===== src/rtl/mem_io_bridge.sv =====
// Data-bus bridge: routes datapath loads/stores to external RAM or a small memory-mapped I/O bank
// (LEDs, switches, buttons, compare timer). Define BTN_DEBOUNCE_EN to build the button debouncers.
module mem_io_bridge #(
    parameter int RAM_WORDS  = 256,
    parameter int SW_W       = 10,
    parameter int DEB_CYCLES = 500000
) (
    input  logic                         clk,
    input  logic                         rst,
    input  logic                         mem_write,
    input  logic [31:0]                  address,
    input  logic [31:0]                  write_data,
    output logic [31:0]                  read_data,
    output logic                         ram_we,
    output logic [$clog2(RAM_WORDS)-1:0] ram_addr,
    output logic [31:0]                  ram_wdata,
    input  logic [31:0]                  ram_rdata,
    input  logic [SW_W-1:0]              sw,
    input  logic [3:0]                   btn,
    output logic [15:0]                  led
);

    localparam int          AW         = $clog2(RAM_WORDS);
    localparam logic [31:0] RAM_BYTES  = 32'(RAM_WORDS * 4);
    localparam logic [31:0] ADDR_LED   = 32'h0000_1000;
    localparam logic [31:0] ADDR_SW    = 32'h0000_1004;
    localparam logic [31:0] ADDR_BTN   = 32'h0000_1008;
    localparam logic [31:0] ADDR_TCNT  = 32'h0000_100C;
    localparam logic [31:0] ADDR_TCMP  = 32'h0000_1010;
    localparam logic [31:0] ADDR_TCTRL = 32'h0000_1014;

    logic            ram_hit;
    logic            wr_led, wr_tcount, wr_tcmp, wr_tctrl;
    logic            match_now;
    logic [31:0]     tcount, tcmp;
    logic            t_en, t_autoclr, t_match;
    logic [SW_W-1:0] sw_s1, sw_s2;
    logic [3:0]      btn_s1, btn_s2, btn_val;

    assign ram_hit   = address < RAM_BYTES;
    assign ram_we    = ram_hit & mem_write;
    assign ram_addr  = address[2 +: AW];
    assign ram_wdata = write_data;

    // RAM wins any overlap with the I/O window, so I/O strobes are gated by ram_hit
    assign wr_led    = mem_write & ~ram_hit & (address == ADDR_LED);
    assign wr_tcount = mem_write & ~ram_hit & (address == ADDR_TCNT);
    assign wr_tcmp   = mem_write & ~ram_hit & (address == ADDR_TCMP);
    assign wr_tctrl  = mem_write & ~ram_hit & (address == ADDR_TCTRL);

    assign match_now = t_en & (tcount == tcmp);

    always_comb begin
        read_data = '0;
        if (ram_hit) begin
            read_data = ram_rdata;
        end else begin
            case (address)
                ADDR_LED:   read_data = {16'h0000, led};
                ADDR_SW:    read_data = 32'(sw_s2);
                ADDR_BTN:   read_data = {28'h0, btn_val};
                ADDR_TCNT:  read_data = tcount;
                ADDR_TCMP:  read_data = tcmp;
                ADDR_TCTRL: read_data = {29'h0, t_match, t_autoclr, t_en};
                default:    read_data = '0;
            endcase
        end
    end

    always_ff @(posedge clk or negedge rst) begin
        if (!rst) begin
            led       <= '0;
            tcount    <= '0;
            tcmp      <= '0;
            t_en      <= 1'b0;
            t_autoclr <= 1'b0;
            t_match   <= 1'b0;
            sw_s1     <= '0;
            sw_s2     <= '0;
            btn_s1    <= '0;
            btn_s2    <= '0;
        end else begin
            sw_s1  <= sw;
            sw_s2  <= sw_s1;
            btn_s1 <= btn;
            btn_s2 <= btn_s1;
            if (wr_led)  led  <= write_data[15:0];
            if (wr_tcmp) tcmp <= write_data;
            if (wr_tctrl) begin
                t_en      <= write_data[0];
                t_autoclr <= write_data[1];
            end
            if (wr_tcount)                   tcount <= write_data;
            else if (match_now && t_autoclr) tcount <= '0;
            else if (t_en)                   tcount <= tcount + 32'd1;
            // A fresh match outranks a simultaneous write-1-clear
            if (match_now)                         t_match <= 1'b1;
            else if (wr_tctrl && write_data[2])    t_match <= 1'b0;
        end
    end

`ifdef BTN_DEBOUNCE_EN
    typedef enum logic {STABLE, COUNTING} deb_state_t;
    localparam int            CW       = $clog2(DEB_CYCLES) + 1;
    localparam logic [CW-1:0] CNT_LAST = CW'(DEB_CYCLES - 1);

    for (genvar i = 0; i < 4; i++) begin : g_deb
        deb_state_t    state;
        logic [CW-1:0] cnt;
        logic          accepted;

        assign btn_val[i] = accepted;

        // The first differing cycle already counts, so acceptance lands DEB_CYCLES cycles after the synced change
        always_ff @(posedge clk or negedge rst) begin
            if (!rst) begin
                state    <= STABLE;
                cnt      <= '0;
                accepted <= 1'b0;
            end else begin
                case (state)
                    STABLE: begin
                        cnt <= '0;
                        if (btn_s2[i] != accepted) begin
                            if (DEB_CYCLES <= 1) begin
                                accepted <= btn_s2[i];
                            end else begin
                                state <= COUNTING;
                                cnt   <= CW'(1);
                            end
                        end
                    end
                    COUNTING: begin
                        if (btn_s2[i] == accepted) begin
                            state <= STABLE;
                            cnt   <= '0;
                        end else if (cnt == CNT_LAST) begin
                            accepted <= btn_s2[i];
                            state    <= STABLE;
                            cnt      <= '0;
                        end else begin
                            cnt <= cnt + CW'(1);
                        end
                    end
                    default: begin
                        state <= STABLE;
                        cnt   <= '0;
                    end
                endcase
            end
        end
    end
`else
    assign btn_val = btn_s2;
`endif

endmodule


===== config.mk =====
export PLATFORM = sky130hd
export DESIGN_NAME = mem_io_bridge
export DESIGN_NICKNAME = d
export VERILOG_FILES = /design/src/rtl/mem_io_bridge.sv
export SDC_FILE = /design/constraint.sdc
export NUM_CORES = 1
export LEC_CHECK = 0
export CAP_MARGIN = 20
export CORE_UTILIZATION = 45
export CTS_CLUSTER_DIAMETER = 200
export DETAILED_ROUTE_END_ITERATION = 8
export GPL_ROUTABILITY_DRIVEN = 0
export PLACE_DENSITY = 0.78
export SLEW_MARGIN = 20
export SYNTH_ARGS = -nofsm -noshare
export SYNTH_HDL_FRONTEND = slang
export SYNTH_SLANG_ARGS = --single-unit

===== constraint.sdc =====
create_clock -name clk -period 7.4 [get_ports clk]
set_input_delay 1.48 -clock clk [delete_from_list [all_inputs] [get_ports clk]]
set_output_delay 1.48 -clock clk [all_outputs]
set_load 0.01 [all_outputs]

Yosys cells after proc, flatten, opt, wreduce, memory -nomap -nowiden

Index checks and enable logic that the tools add are counted.

Register bits after elaboration: 111
Input port bits: 113
Word-level logic and storage cells: 38

Add/sub/neg operators: 1
$lt $le $gt $ge: 1
Eq/ne operators: 7
Mux-type cells: 7
Bitwise logic cells: 8
Reductions and logical operators: 4

Operators by type and width:

| operator              | count |
|---|---|
| $eq 32x13->1 const B  | 6 |
| $pmux 32 s6           | 1 |
| $mux 32               | 4 |
| $add 32x1->32 const B | 1 |
| $eq 32x32->1          | 1 |
| $lt 32x11->1 const B  | 1 |
| $and 1x1->1           | 7 |
| $reduce_bool 3->1     | 1 |
| $logic_and 1x1->1     | 2 |
| $mux 1                | 2 |
| $reduce_bool 2->1     | 1 |
| $not 1->1             | 1 |

Logic depth before layout (Yosys ltp)

Gate-level depths: netlist (run 1).

Word-level depth: 7
Depth in mapped cells: 8

Least setup slack after synthesis (run 1)

No wires, ideal clock.

Path type: input to output
Start: in address[20]
End: out read_data[16]
Arrival time: 3.000 ns
Path slack: 2.920 ns
Stages on the path: 7
Path buffers: 1
Cells stage by stage: nor4_1 -> and4_1 -> nand2_1 -> nor3_1 -> buf_2 -> a222oi_1 -> inv_1

Word-level cells in the longest chain between the ends: 3

Ends and longest elaborated chain:

| item                                                 | line | source |
|---|---|---|
| start: declaration                                   | 11   | `input logic [31:0] address,` |
| branches (longest 2 deep; another with $lt 32x11->1) | -    |  |
| $mux 32 (*)                                          | 55   | `if (ram_hit) begin` |
| end: declaration                                     | 13   | `output logic [31:0] read_data,` |

Mark *: on every way between the ends.

Worst setup path in the final report (run 1)

Start: in address[12]
End: out read_data[10]

The elaborated chain is that of the path after synthesis.

==> results of run 1 <==
-- per-layer routing --
layer	vias to the layer above	global-route usage [%]
met4	0	9.26
met1	2636	32.0
met3	35	4.10
li1	2385	-
met2	210	42.5
met5	-	0
-- metrics by stage --
| stage | worst slack (ns) | cell area (um^2) | std cells |
|---|---|---|---|
| 6_report | 1.22 | 8370 | 916 |
| 2_1_floorplan | 2.92 | 6340 | 590 |
| 3_3_place_gp | 1.28 | 8090 | 900 |
| 3_5_place_dp | 1.28 | 8090 | 900 |
| 5_1_grt | 1.08 | 8370 | 916 |
| 4_1_cts | 1.27 | 8370 | 916 |
-- sequential cells by signal, indices dropped and copies added, names as in the netlist --
register,flops
tcount,32
sw_s1,10
t_match,1
led,16
btn_s2,4
t_en,1
btn_s1,4
t_autoclr,1
sw_s2,10
tcmp,32
-- cells in the final DEF, fill, tap and decap left out, drive strengths merged, types with 24 or more instances in the layout --
master and count:
nor2 25, dfrtp 111, a21o 32, inv 29, xor2 24, xnor2 32, mux2 52, clkdlybuf4s50 200
nand2 24, nor3 40
-- kinds of logic (layout without fill, tap and decap cells) --
logic type	count (synthesis)	count (layout)	synth area share (%)
flip-flops	111	111	43.8
adder cells (fa/ha/maj)	1	1	0.197
buffers and inverters	104	250	10.1
XOR/XNOR	56	56	7.74
AND/OR/NAND/NOR	162	162	15.2
multiplexers	65	65	11.5
AO/OA/AOI/OAI	91	91	11.5
-- area by class of cell --
type / instances / area (um^2)
fill: 1104 / 5450
multi-input combinational: 375 / 2930
sequential: 111 / 2780
timing repair buffer: 207 / 2050
clock buffer: 9 / 225
tap: 180 / 225
inverter: 27 / 101
clock inverter: 7 / 56.3
-- final timing paths --
| path | startpoint | cells after the start | end |
|---|---|---|---|
| worst min register to register | sw_s1[3] | 0 | sw_s2[3] |
| worst max register to register | tcount[23] | 7 | tcount[14] |
| max in group asynchronous | rst | 2 | sw_s1[0] |
| min in group asynchronous | rst | 1 | tcmp[24] |
| worst max-delay path | address[12] | 8 | read_data[10] |
| worst min-delay path | sw_s1[3] | 0 | sw_s2[3] |
-- power by group through the flow --
stage	Sequential, uW	Clock [uW]	Combinational [uW]
floorplan	627	0	33.4
global placement	628	0	122
detailed placement	628	0	125
CTS	616	473	126
global route	616	498	133
finish	616	468	124
-- critical path, delay by kind of cell --
kind,cells,cell delay [ns]
and+or+nand+nor,4,1.77
AOI/OAI and AO/OA,2,0.35
buffers and inverters,2,1.10
==> impl_metrics.prom, run 1 <==
# TYPE chip_impl_metric gauge
chip_impl_info{name="status",value="finished clean"} 1
chip_impl_metric{name="wl_per_cell",unit="um"} 19.4
chip_impl_metric{name="finalSetupViolCount",unit=""} 0
chip_impl_metric{name="clkSlewWorstSetupHoldPaths",unit="ns"} 0.08
chip_impl_metric{name="power-per-cell-area",unit="nW/um^2"} 144
chip_impl_metric{name="max_cap_violations",unit=""} 0
chip_impl_metric{name="leakagePower",unit="uW"} 0.00358
chip_impl_metric{name="post_cts.repair.setup_buffers",unit=""} 0
chip_impl_metric{name="syn_avg_cell_area",unit="um^2"} 10.7
chip_impl_metric{name="num-nets-final",unit=""} 845
chip_impl_info{name="netlist_top_cells_count",value="sky130_fd_sc_hd__dfrtp_1 (111), sky130_fd_sc_hd__mux2_2 (52), sky130_fd_sc_hd__buf_4 (47)"} 1
chip_impl_info{name="cp_common_cell",value="sky130_fd_sc_hd__clkdlybuf4s50_1"} 1
chip_impl_metric{name="period_needed",unit="ns"} 6.18
chip_impl_metric{name="floorplan.core_area",unit="um^2"} 13800
chip_impl_metric{name="syn-num-nets",unit=""} 704
chip_impl_metric{name="ant_nets",unit=""} 0
chip_impl_metric{name="port-buffer-count",unit=""} 201
chip_impl_metric{name="cpPeakStageDelay",unit="ns"} 0.79
chip_impl_metric{name="post_cts_hold_buffer_count",unit=""} 0
chip_impl_metric{name="dieWidth",unit="um"} 121
chip_impl_metric{name="chipHeight",unit="um"} 121
chip_impl_info{name="timing.critical_path.from_type",value="input pin"} 1
chip_impl_metric{name="dr_wl_met2",unit="um"} 8980
chip_impl_metric{name="grt.overflow.total",unit=""} 0
chip_impl_metric{name="clkLatencyLatePin",unit="ns"} 0.36
chip_impl_metric{name="final_max_slew_viol_count",unit=""} 0
chip_impl_metric{name="peakVddDrop",unit="uV"} 132
chip_impl_metric{name="final.setup_skew",unit="ns"} 0.0135
chip_impl_metric{name="yosys_warning_total",unit=""} 0
chip_impl_metric{name="p_int",unit="uW"} 923
chip_impl_info{name="root_buf_cell",value="sky130_fd_sc_hd__clkbuf_16"} 1
chip_impl_metric{name="p_sw_share",unit="%"} 23.6
chip_impl_info{name="yosysTopAreaCell",value="sky130_fd_sc_hd__dfrtp_1"} 1
chip_impl_metric{name="rows",unit=""} 43
chip_impl_metric{name="critPathMaxFanout",unit=""} 20
chip_impl_metric{name="share_of_total_power_in_sequential_cells",unit="%"} 51.0
chip_impl_metric{name="vias_per_cell",unit=""} 5.75
chip_impl_metric{name="worst_hold_slack",unit="ns"} 0.352
chip_impl_info{name="crit_slowest_cell",value="sky130_fd_sc_hd__and3_1"} 1
chip_impl_metric{name="drt_iter0_drc",unit=""} 445
chip_impl_metric{name="fin_setup_tns",unit="ns"} 0
chip_impl_metric{name="max_slew.worst_pin.slew",unit="ns"} 0.908
chip_impl_metric{name="groute.usage.overall",unit="%"} 25.0
chip_impl_metric{name="yosysTopAreaCellShare",unit="%"} 43.8
chip_impl_info{name="maxUsedRoutingLayer",value="met4"} 1
chip_impl_info{name="cts_tree",value="built"} 1
chip_impl_metric{name="number_of_global_route_vias_before_repair",unit=""} 5314
chip_impl_metric{name="critPathArrivalTime",unit="ns"} 4.70
chip_impl_metric{name="design.portCount",unit=""} 202
chip_impl_info{name="cp-end-kind",value="primary output"} 1
chip_impl_metric{name="final_util",unit="%"} 60.6
chip_impl_metric{name="detailedRoute.firstPassIterationCount",unit=""} 5
chip_impl_metric{name="r2r_setup_slack",unit="ns"} 4.78
chip_impl_info{name="synth.area.top_cells",value="sky130_fd_sc_hd__dfrtp_1 (44%), sky130_fd_sc_hd__mux2_2 (9.2%), sky130_fd_sc_hd__buf_4 (5.6%)"} 1
chip_impl_info{name="most_common_cell_in_the_synthesized_netlist",value="sky130_fd_sc_hd__dfrtp_1"} 1
chip_impl_info{name="synth_flop_cell",value="sky130_fd_sc_hd__dfrtp_1"} 1
chip_impl_metric{name="ys_seq_area_share",unit="%"} 43.8
chip_impl_metric{name="number_of_buffers_created_by_cts",unit=""} 9
chip_impl_metric{name="drt-total-wl",unit="um"} 17800
chip_impl_metric{name="achievable-frequency",unit="GHz"} 0.162
chip_impl_metric{name="netlist_instances",unit=""} 590
chip_impl_metric{name="ys_types",unit=""} 51
chip_impl_metric{name="min_period_over_period",unit="%"} 83.4
chip_impl_metric{name="start_util",unit="%"} 45.8
chip_impl_metric{name="grt_first_pass_wirelength",unit="um"} 28000
chip_impl_metric{name="slew_headroom",unit="%"} 38.9
chip_impl_metric{name="synth_area",unit="um^2"} 6340
chip_impl_info{name="hold_path_class",value="flop to flop"} 1
chip_impl_metric{name="clock_tree.htree_level_count",unit=""} 3
chip_impl_info{name="path_cells",value="clkdlybuf4s50_1 -> nor3b_1 -> nand4_1 -> nor3_2 -> and3_1 -> a22oi_1 -> o21ai_0 -> clkdlybuf4s50_1"} 1
chip_impl_metric{name="met3RoutedLength",unit="um"} 897
chip_impl_metric{name="synth_enable_flop_cells",unit=""} 0
chip_impl_metric{name="grt_antenna_before_repair",unit=""} 0
chip_impl_info{name="worstSetupPathType",value="input pin to primary output"} 1
chip_impl_metric{name="die-area",unit="um^2"} 14600
chip_impl_metric{name="pin_count_of_the_biggest_net_entering_global_routing",unit=""} 69
chip_impl_metric{name="register_bit_total_from_synthesis",unit=""} 111
chip_impl_metric{name="detail_placement_hpwl",unit="um"} 13000
chip_impl_metric{name="power.switching",unit="uW"} 285
chip_impl_metric{name="cp_data_required_time",unit="ns"} 5.92
chip_impl_metric{name="power.total",unit="uW"} 1210
chip_impl_metric{name="area_delta_synth_final",unit="%"} 32.1
chip_impl_metric{name="drc",unit=""} 0
chip_impl_metric{name="tritoncts_sink_count",unit=""} 111
chip_impl_metric{name="cts_max_path_buffers",unit=""} 2
chip_impl_metric{name="drive_above_1_share",unit="%"} 14.0
chip_impl_metric{name="routed-via-count",unit=""} 5266
chip_impl_metric{name="async_reset_ff_share",unit="%"} 100
chip_impl_metric{name="num_antenna_cells",unit=""} 0
chip_impl_metric{name="cts_resized",unit=""} 0
chip_impl_metric{name="report.final.hold_viol_count",unit=""} 0
chip_impl_metric{name="clkPwrFrac",unit="%"} 38.7
chip_impl_metric{name="pwr-share-comb",unit="%"} 10.3
chip_impl_metric{name="wirelength_met1",unit="um"} 7460
chip_impl_info{name="grt_setup_unrepaired",value="no"} 1
Note: power is estimated with default switching activity, not from simulation.
==> inputs of run 2 (changes only) <==
==> constraint.sdc (replaced) <==
create_clock -name clk -period 6.15 [get_ports clk]
set_input_delay 1.23 -clock clk [delete_from_list [all_inputs] [get_ports clk]]
set_output_delay 1.23 -clock clk [all_outputs]
set_load 0.01 [all_outputs]
==> run 2 against run 1 <==
Effect of this change:
- critical path depth up 1
- flip-flop and latch count unchanged
- final cell count up 0.44%
- clock power up 29%
- global-route usage down 0.55 points
- worst setup slack worse by 0.51 ns
- count of clock-buffer cells in the layout unchanged
- non-clock buffer count up 4
- via count down 0.65%
- largest cell class unchanged
==> impl_metrics.prom, run 2 (same netlist as run 1, synthesis figures left out) <==
# TYPE chip_impl_metric gauge
chip_impl_metric{name="min_period_over_period",unit="%"} 88.4
chip_impl_metric{name="rr_worst_depth",unit=""} 7
chip_impl_metric{name="period_needed",unit="ns"} 5.44
chip_impl_metric{name="die-area",unit="um^2"} 14600
chip_impl_info{name="critPathCapture",value="read_data[30]"} 1
chip_impl_metric{name="area_delta_synth_final",unit="%"} 33.0
chip_impl_info{name="timing.hold.worst.start",value="sw_s1[9]"} 1
chip_impl_metric{name="critPathMaxFanout",unit=""} 11
chip_impl_metric{name="drt-total-wl",unit="um"} 17200
chip_impl_metric{name="floorplan.core_area",unit="um^2"} 13800
chip_impl_metric{name="achievable-frequency",unit="GHz"} 0.184
chip_impl_info{name="timing.critical_path.from_type",value="input pin"} 1
chip_impl_metric{name="leakagePower",unit="uW"} 0.00361
chip_impl_metric{name="chipHeight",unit="um"} 121
chip_impl_metric{name="cpPeakStageDelay",unit="ns"} 0.53
chip_impl_metric{name="vias_per_cell",unit=""} 5.69
chip_impl_metric{name="wirelength_met1",unit="um"} 7420
chip_impl_metric{name="path_buf_inv",unit=""} 4
chip_impl_metric{name="slew_headroom",unit="%"} 33.4
chip_impl_info{name="root_buf_cell",value="sky130_fd_sc_hd__clkbuf_16"} 1
chip_impl_info{name="timing.rr.end",value="tcount[20]"} 1
chip_impl_info{name="top_regs",value="tcmp: 32 flops, tcount: 32 flops, led: 16 flops"} 1
chip_impl_metric{name="max_cap_violations",unit=""} 0
chip_impl_info{name="cts_tree",value="built"} 1
chip_impl_metric{name="max_slew.worst_pin.slew",unit="ns"} 0.990
chip_impl_info{name="worstSetupPathType",value="input pin to primary output"} 1
chip_impl_metric{name="report.final.hold_viol_count",unit=""} 0
chip_impl_metric{name="num-nets-final",unit=""} 849
chip_impl_metric{name="post_cts_hold_buffer_count",unit=""} 0
chip_impl_metric{name="design.portCount",unit=""} 202
chip_impl_info{name="layout.cells.most_common_list",value="sky130_fd_sc_hd__clkdlybuf4s50_1 (200), sky130_fd_sc_hd__dfrtp_1 (111), sky130_fd_sc_hd__mux2_2 (52)"} 1
chip_impl_metric{name="number_of_buffers_created_by_cts",unit=""} 9
chip_impl_metric{name="tritoncts_sink_count",unit=""} 111
chip_impl_metric{name="met3RoutedLength",unit="um"} 1000
chip_impl_info{name="r2r_start",value="tcount[23]"} 1
chip_impl_metric{name="pin_count_of_the_biggest_net_entering_global_routing",unit=""} 70
chip_impl_metric{name="drc",unit=""} 0
chip_impl_metric{name="rows",unit=""} 43
chip_impl_metric{name="critPathArrivalTime",unit="ns"} 4.21
chip_impl_metric{name="ant_nets",unit=""} 0
chip_impl_info{name="cp_top_family",value="simple AND/OR/NAND/NOR gates"} 1
chip_impl_metric{name="grt_antenna_before_repair",unit=""} 0
chip_impl_info{name="cp_common_cell",value="sky130_fd_sc_hd__clkdlybuf4s50_1"} 1
chip_impl_metric{name="clkLatencyLatePin",unit="ns"} 0.35
chip_impl_metric{name="post_cts.repair.setup_buffers",unit=""} 0
chip_impl_info{name="worstSetupStartpoint",value="address[12]"} 1
chip_impl_metric{name="final.setup_skew",unit="ns"} 0.00668
chip_impl_metric{name="finalSetupViolCount",unit=""} 0
chip_impl_metric{name="clock_tree.htree_level_count",unit=""} 3
chip_impl_metric{name="final_max_slew_viol_count",unit=""} 0
chip_impl_info{name="cp-end-kind",value="primary output"} 1
chip_impl_metric{name="grt_first_pass_wirelength",unit="um"} 27700
chip_impl_info{name="crit_slowest_cell",value="sky130_fd_sc_hd__and3_1"} 1
chip_impl_metric{name="cts_resized",unit=""} 0
chip_impl_metric{name="groute.usage.overall",unit="%"} 24.5
chip_impl_metric{name="peakVddDrop",unit="uV"} 156
chip_impl_info{name="status",value="finished clean"} 1
chip_impl_metric{name="grt.overflow.total",unit=""} 0
chip_impl_metric{name="clkSlewWorstSetupHoldPaths",unit="ns"} 0.07
chip_impl_metric{name="start_util",unit="%"} 45.8
chip_impl_metric{name="cp_data_required_time",unit="ns"} 4.92
chip_impl_metric{name="power.total",unit="uW"} 1490
chip_impl_info{name="layout_commonest_cell",value="sky130_fd_sc_hd__clkdlybuf4s50_1"} 1
chip_impl_metric{name="dieWidth",unit="um"} 121
chip_impl_info{name="grt_setup_unrepaired",value="no"} 1
chip_impl_metric{name="drive_above_1_share",unit="%"} 14.5
chip_impl_metric{name="port-buffer-count",unit=""} 201
chip_impl_metric{name="worstSetupPathDepth",unit=""} 9
chip_impl_metric{name="wl_per_cell",unit="um"} 18.7
chip_impl_metric{name="num_antenna_cells",unit=""} 0
chip_impl_metric{name="power-per-cell-area",unit="nW/um^2"} 177
chip_impl_metric{name="detail_placement_hpwl",unit="um"} 12700
chip_impl_info{name="path_cells",value="clkdlybuf4s50_1 -> nor3b_1 -> nand4_1 -> nor3_2 -> and3_1 -> buf_4 -> a222oi_1 -> inv_1 -> clkdlybuf4s50_1"} 1
chip_impl_metric{name="detailedRoute.firstPassIterationCount",unit=""} 5
chip_impl_metric{name="number_of_global_route_vias_before_repair",unit=""} 5303
chip_impl_metric{name="dr_wl_met2",unit="um"} 8330
chip_impl_metric{name="fin_setup_tns",unit="ns"} 0
chip_impl_metric{name="routed-via-count",unit=""} 5232
chip_impl_metric{name="drt_iter0_drc",unit=""} 445
chip_impl_metric{name="cts_max_path_buffers",unit=""} 2
chip_impl_metric{name="r2r_setup_slack",unit="ns"} 3.45
chip_impl_info{name="maxUsedRoutingLayer",value="met4"} 1
chip_impl_info{name="hold_path_class",value="flop to flop"} 1
run 2: changes by cell type in the layout (fill, tap and decap cells not counted):
cell / change
sky130_fd_sc_hd__buf_4: +4
sky130_fd_sc_hd__clkinv_2: -2
sky130_fd_sc_hd__bufinv_16: +1
sky130_fd_sc_hd__clkinv_4: -1
sky130_fd_sc_hd__inv_6: +2
run 2: layout make-up:
type	instances	area, um^2
Timing Repair Buffer	211	2080
Tap cell	180	225
Sequential cell	111	2780
Fill cell	1099	5400
Inverter	27	101
Clock inverter	7	85.1
Multi-Input combinational cell	375	2930
Clock buffer	9	225
run 2: through the flow:
step	instances	hold slack (ns)	utilization, %	worst slack [ns]	instance area (um^2)
floorplan	590	0.331	-	2.17	6340
global placement	904	0.334	58.7	0.847	8120
detailed placement	904	0.336	58.7	0.735	8120
CTS	920	0.353	61.0	0.728	8430
global route	920	0.357	61.0	0.528	8430
finish	920	0.351	61.0	0.711	8430
run 2: routing by layer:
metal  vias up  track usage (%)
met5         -                0
li1       2400                -
met1      2561             31.8
met2       237             40.6
met4         0             9.18
met3        34             4.34
run 2: power by group:
part	leakage (uW)	total, uW	internal [uW]	switching, uW
sequential	0.00131	741	738	2.52
combinational	0.00214	150	92.0	58.1
clock	0.000153	604	325	279
run 2: worst min path at each step:
stage / slack (ns) / depth (start not counted) / to
floorplan: 0.33 / 0 / btn_s2[0]
global placement: 0.33 / 0 / btn_s2[0]
detailed placement: 0.34 / 0 / sw_s2[9]
CTS: 0.35 / 0 / btn_s2[2]
global route: 0.36 / 0 / sw_s2[9]
finish: 0.35 / 0 / sw_s2[9]
run 2: worst reg2reg max path: cells and delay by family (launching register included):
family	cells	cell delay (ns)
simple gates	4	1.28
buf+inv	1	0.40
flops	1	0.50
compound gates	1	0.20
xor+xnor	1	0.19
==> inputs of run 3 (changes only) <==
--- a/config.mk
+++ b/config.mk
@@ -7,7 +7,6 @@
 export LEC_CHECK = 0
 export CAP_MARGIN = 20
 export CORE_UTILIZATION = 45
-export CTS_CLUSTER_DIAMETER = 200
 export DETAILED_ROUTE_END_ITERATION = 8
 export GPL_ROUTABILITY_DRIVEN = 0
 export PLACE_DENSITY = 0.78
==> results of run 3 <==
No change in the layout: final DEF, timing and power equal those of run 2.
